**src/rtl/imem_loader.sv**
```systemverilog
// imem_loader: assembles big-endian byte stream into instruction words and writes them to imem
module imem_loader #(
    parameter int n_bits = 32,
    parameter int ADDR_W = 8
) (
    input  logic              clk,
    input  logic              rst_n,
    input  logic              start,
    input  logic [ADDR_W:0]   len,
    input  logic              abort,
    input  logic [7:0]        byte_in,
    input  logic              byte_valid,
    output logic              byte_ready,
    output logic              we,
    output logic [ADDR_W-1:0] waddr,
    output logic [n_bits-1:0] wdata,
    output logic              busy,
    output logic              cpu_hold,
    output logic              done,
    output logic              err
);
    typedef enum logic [1:0] {IDLE, RECV, WRITE, DONE} state_t;
    localparam logic [ADDR_W:0] max_len = {1'b1, {ADDR_W{1'b0}}};
    state_t state;
    logic [ADDR_W:0] len_r, addr, next_addr;
    logic [1:0] bc;
    logic [n_bits-1:0] sh, word;
    assign next_addr = addr + 1'b1;
    assign word = {sh[n_bits-9:0], byte_in};
    assign byte_ready = state == RECV;
    // abort squashes the strobe in the same cycle it arrives
    assign we = state == WRITE && !abort;
    assign busy = state != IDLE;
    assign cpu_hold = busy;
    assign done = state == DONE;
    always_ff @(posedge clk) begin
        if (!rst_n) begin
            state <= IDLE;
            len_r <= '0;
            addr <= '0;
            bc <= '0;
            sh <= '0;
            waddr <= '0;
            wdata <= '0;
            err <= 1'b0;
        end else begin
            case (state)
                IDLE: if (start) begin
                    err <= len > max_len;
                    len_r <= len;
                    addr <= '0;
                    bc <= '0;
                    state <= len == '0 ? DONE : len > max_len ? IDLE : RECV;
                end
                RECV: if (abort) begin
                    state <= IDLE;
                    err <= 1'b1;
                end else if (byte_valid) begin
                    sh <= word;
                    bc <= bc + 2'd1;
                    if (bc == 2'd3) begin
                        wdata <= word;
                        waddr <= addr[ADDR_W-1:0];
                        state <= WRITE;
                    end
                end
                WRITE: if (abort) begin
                    state <= IDLE;
                    err <= 1'b1;
                end else begin
                    addr <= next_addr;
                    state <= next_addr == len_r ? DONE : RECV;
                end
                DONE: state <= IDLE;
            endcase
        end
    end
endmodule

```
**config.mk**
```make
export PLATFORM = sky130hd
export DESIGN_NAME = imem_loader
export DESIGN_NICKNAME = d
export VERILOG_FILES = /design/src/rtl/imem_loader.sv
export SDC_FILE = /design/constraint.sdc
export NUM_CORES = 1
export LEC_CHECK = 0
export ABC_AREA = 1
export ABC_CLOCK_PERIOD_IN_PS = 1920
export CELL_PAD_IN_SITES_DETAIL_PLACEMENT = 1
export CELL_PAD_IN_SITES_GLOBAL_PLACEMENT = 1
export CORE_MARGIN = 4
export CORE_UTILIZATION = 30
export CTS_CLUSTER_SIZE = 16
export DETAILED_ROUTE_END_ITERATION = 16
export GPL_TIMING_DRIVEN = 0
export PLACE_DENSITY_LB_ADDON = 0.05
export SLEW_MARGIN = 20
export SYNTH_ARGS = -nofsm -noshare
export SYNTH_HDL_FRONTEND = slang
export SYNTH_SLANG_ARGS = --single-unit
```
**constraint.sdc**
```tcl
create_clock -name clk -period 1.92 [get_ports clk]
set_input_delay 0.384 -clock clk [delete_from_list [all_inputs] [get_ports clk]]
set_output_delay 0.384 -clock clk [all_outputs]
set_load 0.03 [all_outputs]
```
### After elaboration in Yosys (flattened, before gate mapping)

Cells that the tools add are included.

* $add $sub $neg: 2
* $lt $le $gt $ge: 1
* eq/ne operators: 12
* muxes and demuxes: 19
* bitwise operators: 1
* reduce and logical (&&, ||, !) cells: 16

Operators with widths (count)
* $mux 2: 10
* $mux 9: 2
* $pmux 9 s2: 1
* $reduce_and 3->1: 4
* $add 9x1->9 const B: 1
* $eq 9x9->1: 1
* $gt 9x9->1 const B: 1
* $logic_not 9->1: 1
* $ne 2x2->1 const B: 4
* $pmux 2 s4: 1
* $reduce_and 4->1: 2
* $reduce_bool 2->1: 4
* $eq 2x2->1 const B: 3
* $pmux 2 s2: 1
* $mux 1: 3
* $ne 3x2->1 const B: 1
* $ne 3x3->1 const B: 1
* $add 2x1->2 const B: 1
* $eq 2x1->1 const B: 1
* $logic_not 2->1: 1
* $ne 2x1->1 const B: 1
* $pmux 1 s2: 1
* $reduce_and 2->1: 1
* $reduce_or 2->1: 1
* other kinds (3): 3

* register bits: 87
* input bits: 22
* output and inout port bits: 46
* word-level logic and storage cells: 59

### Logic depth before layout (Yosys ltp)

* word-level depth: 5
* depth in mapped cells: 13
* gate-level depth less buffers: 13

### Least setup slack after synthesis

No wires, ideal clock.

* path type: reg-to-reg
* from: register state[1]
* to: register waddr[0]
* library setup time: 120 ps
* arrival time: 1663 ps
* data required time: 1800 ps
* path slack: 138 ps
* cell stages (with the launch flop): 10
* buffers on the path: 2
* period minus slack after synthesis: 1782 ps
* cell sequence: dfxtp_1 inv_1 ha_1 inv_1 nor2_2 inv_1 nor2_2 buf_2 buf_2 a21oi_1

* longest elaborated chain between the ends: 2

RTL lines
* start, declared: line 24 `state_t state;`
* start signal, assigned: line 53 `state <= len == '0 ? DONE : len > max_len ? IDLE : RECV;`
* start signal, assigned: line 72 `state <= next_addr == len_r ? DONE : RECV;`
* $eq 2x1->1
* via byte_ready: line 13 `output logic byte_ready,`
* $reduce_and 4->1 (no line)
* end signal, assigned: line 63 `waddr <= addr[ADDR_W-1:0];`
* end, declared: line 15 `output logic [ADDR_W-1:0] waddr,`

The timed path passes the listed nets, and every way through them passes these cells.
A chain may end at the register's enable or synchronous reset.

### Final worst setup path

* from: register state[1]
* to: output port cpu_hold

* longest elaborated chain between the ends: 1

RTL lines
* $reduce_bool 2->1: line 33 `assign busy = state != IDLE;`
* end, declared: line 18 `output logic cpu_hold,`

No other way between the ends.

==> metrics.csv <==
stage,metric,value,unit
status,status,finished clean,
timing,setup_viol,0,
timing,slew_violations,0,
clock_tree,cts_buffers,9,
floorplanning,die_w,117,um
worst_setup_path,crit_required,1.54,ns
global_routing,grt_antenna_before_repair,0,
run,cap_violations,0,
synthesis,synthArstFlopShare,0,
synthesis,yosys-top-cells-count,"dfxtp_1, nand2_1, a21oi_1",
final_layout,fin_area,4740,um^2
worst_hold_path,hold_path_depth,2,
route,avgViaCountPerCell,4.76,
placed_design,portBuffers,67,
floorplanning,start_util,0.309,
global_routing,grt_pass1_wl,16.8,mm
synthesis,syn-cell-area,3540,um^2
synthesis,yosysTopAreaCellShare,0.492,
timing,rsz0062_at_grt,false,
final_layout,drive_above_1_share,0.101,
worst_hold_path,hold_path.class,reg -> reg,
global_routing,top_usage_layer,met2,
clock_tree,worstSkewPairLatency,0.34,ns
clock_tree,clk_path_buf_depth,2,
route,routed_wl,10.3,mm
clock_tree,clock_sinks,87,
worst_setup_path,critical_path.startpoint,state[1],
synthesis,yosysMostFrequentCell,dfxtp_1,
worst_hold_path,hold_start,sh[22],
global_routing,grtUsageMet2,0.241,
worst_setup_path,startpoint_type,flop,
floorplanning,die_h,117,um
timing,min_period,1.81,ns
floorplanning,core.rowCount,39,
route,vias,3267,
route,drtPass1Iterations,4,
synthesis,synth.avg_cell_area,7.71,um^2
final_layout,fin_nets,566,
final_layout,instances_no_fill,686,
route,avgRoutedWirePerCell,15.0,um
global_routing,overflow,0,
timing,hold_violations,0,
route,ant_nets,0,
global_routing,grt_use_met1,0.220,
timing,fin_crit_sh,0.941,
worst_setup_path,r2r_start,state[1],
clock_tree,cts-root-buf,clkbuf_16,
floorplanning,dieArea,13600,um^2
synthesis,synth_cell_types,30,
placed_design,place_congestion,0.785,
clock_tree,clk_pin_slew,0.07,ns
power_and_ir_drop,power_density,933,nW/um^2
clock_tree,htreeDepth,3,
synthesis,yosysWarnings,0,
synthesis,synth_area_leaders,"dfxtp_1, a21oi_1, nand2_1",
synthesis,synth_ff_type,dfxtp_1,
clock_tree,cts_tree,built,
global_routing,groute.layer.met3.usage,0.0539,
placed_design,dp_hpwl,7.90,mm
timing,fmax,0.553,GHz
synthesis,yosysTopAreaCell,dfxtp_1,
synthesis,synth_seq_area_share,0.492,
global_routing,grt_max_degree,16,
synthesis,syn_inst,459,
placed_design,dpl-instance-area,4390,um^2
worst_setup_path,critPathMaxFanout,6,
timing,clock_skew,0.00836,ns
worst_setup_path,cp-end-kind,primary output,
global_routing,grt_usage,0.160,
final_layout,area_delta_synth_final,33.9,%
worst_setup_path,ff2ff_path_depth,8,
synthesis,synth-seq-cells,87,
synthesis,synth-edff-count,0,
power_and_ir_drop,vdd_drop_max,0.591,mV
power_and_ir_drop,leakage,0.00174,uW
worst_setup_path,worstSetupPathType,reg -> out,
worst_setup_path,arrival,1.42,ns
final_layout,final_util,0.413,
route,initialDrtViolationCount,121,
route,drc_errors,0,
timing,slew_headroom,0.643,
floorplanning,ios,68,
placed_design,dp_cells,669,
timing,tightestPinTransition,0.535,ns
synthesis,syn_nets,487,
timing,fin_tns_setup,0,ns
global_routing,grt_pass1_vias,3309,
final_layout,antennaDiodeCount,0,
floorplanning,core,11500,um^2
## layer usage
| layer | vias to the layer above | wire, um |
|---|---|---|
| met3 | 9 | 503 |
| met5 | - | 0 |
| li1 | 1679 | - |
| met2 | 55 | 4560 |
| met1 | 1524 | 5140 |
| met4 | 0 | 106 |
## layout make-up
cell class / instances / area, um^2
Buffer: 24 / 125
Clock buffer: 9 / 225
Clock inverter: 7 / 72.6
Fill cell: 1397 / 6730
Inverter: 56 / 213
Multi-Input combinational cell: 292 / 1520
Sequential cell: 87 / 1740
Tap cell: 143 / 179
Timing Repair Buffer: 68 / 666
## state kept, by name (all words and copies together), names as in the netlist
signal  flops
state       2
len_r       9
waddr       8
sh         24
bc          2
err         1
addr        9
wdata      32
## final timing paths
check	to	slack, ns
min reg2reg	sh[22]	0.46
min	sh[22]	0.46
max	cpu_hold	0.11
max reg2reg	sh[17]	0.17
## stage by stage
| step | total power, uW | hold slack, ns | setup slack [ns] |
|---|---|---|---|
| floorplan | 2450 | 0.430 | 0.138 |
| global placement | 2680 | 0.443 | -0.350 |
| global route | 4670 | 0.470 | 0.00487 |
| detailed placement | 2700 | 0.448 | -0.364 |
| CTS | 4470 | 0.459 | 0.000185 |
| finish | 4420 | 0.458 | 0.113 |
## what timing repair did
item                       4_1_cts  5_1_grt
hold buffers                     0        0
buffers inserted                 0        1
setup endpoints to repair       26       73
resized for setup               20       22
pin swaps                        0        1
## cells in the final DEF (no fill, tap or decap), drive strengths merged
| cell | synthesis | final |
|---|---|---|
| ha | 6 | 6 |
| dlygate4sd2 | 0 | 2 |
| nand3 | 21 | 21 |
| bufinv | 0 | 1 |
| o211a | 1 | 1 |
| nor2 | 28 | 28 |
| inv | 56 | 57 |
| clkinv | 0 | 3 |
| nor3 | 2 | 2 |
| buf | 12 | 12 |
| or2 | 1 | 1 |
| nor4 | 2 | 2 |
| a211oi | 16 | 16 |
| and2 | 1 | 1 |
| o21ai | 51 | 51 |
| a21oi | 75 | 75 |
| clkbuf | 12 | 25 |
| clkdlybuf4s50 | 0 | 62 |
| dfxtp | 87 | 87 |
| clkinvlp | 0 | 2 |
| a31oi | 3 | 3 |
| o22ai | 1 | 1 |
| nand2 | 84 | 84 |
## kinds of logic after synthesis
kind of cell             count (synthesis)  synth area share
buffers and inverters                   80            0.0905
AND/OR/NAND/NOR                        139             0.167
AO/OA/AOI/OAI                          147             0.229
flip-flops                              87             0.492
adder cells (fa/ha/maj)                  6            0.0212
## where the power goes
part           total [uW]  switching (uW)  internal, uW
Sequential           1960            58.9          1900
Combinational         699             439           261
Clock                1760             750          1010
Total                4420            1250          3170
## worst max-delay path, stage by stage (launching register included)
cell     delay (ns)
dfxtp_1        0.34
inv_1          0.09
ha_2           0.28
inv_4          0.08
buf_4          0.13
buf_4          0.16
No activity file was read; power rests on OpenSTA's default activity.
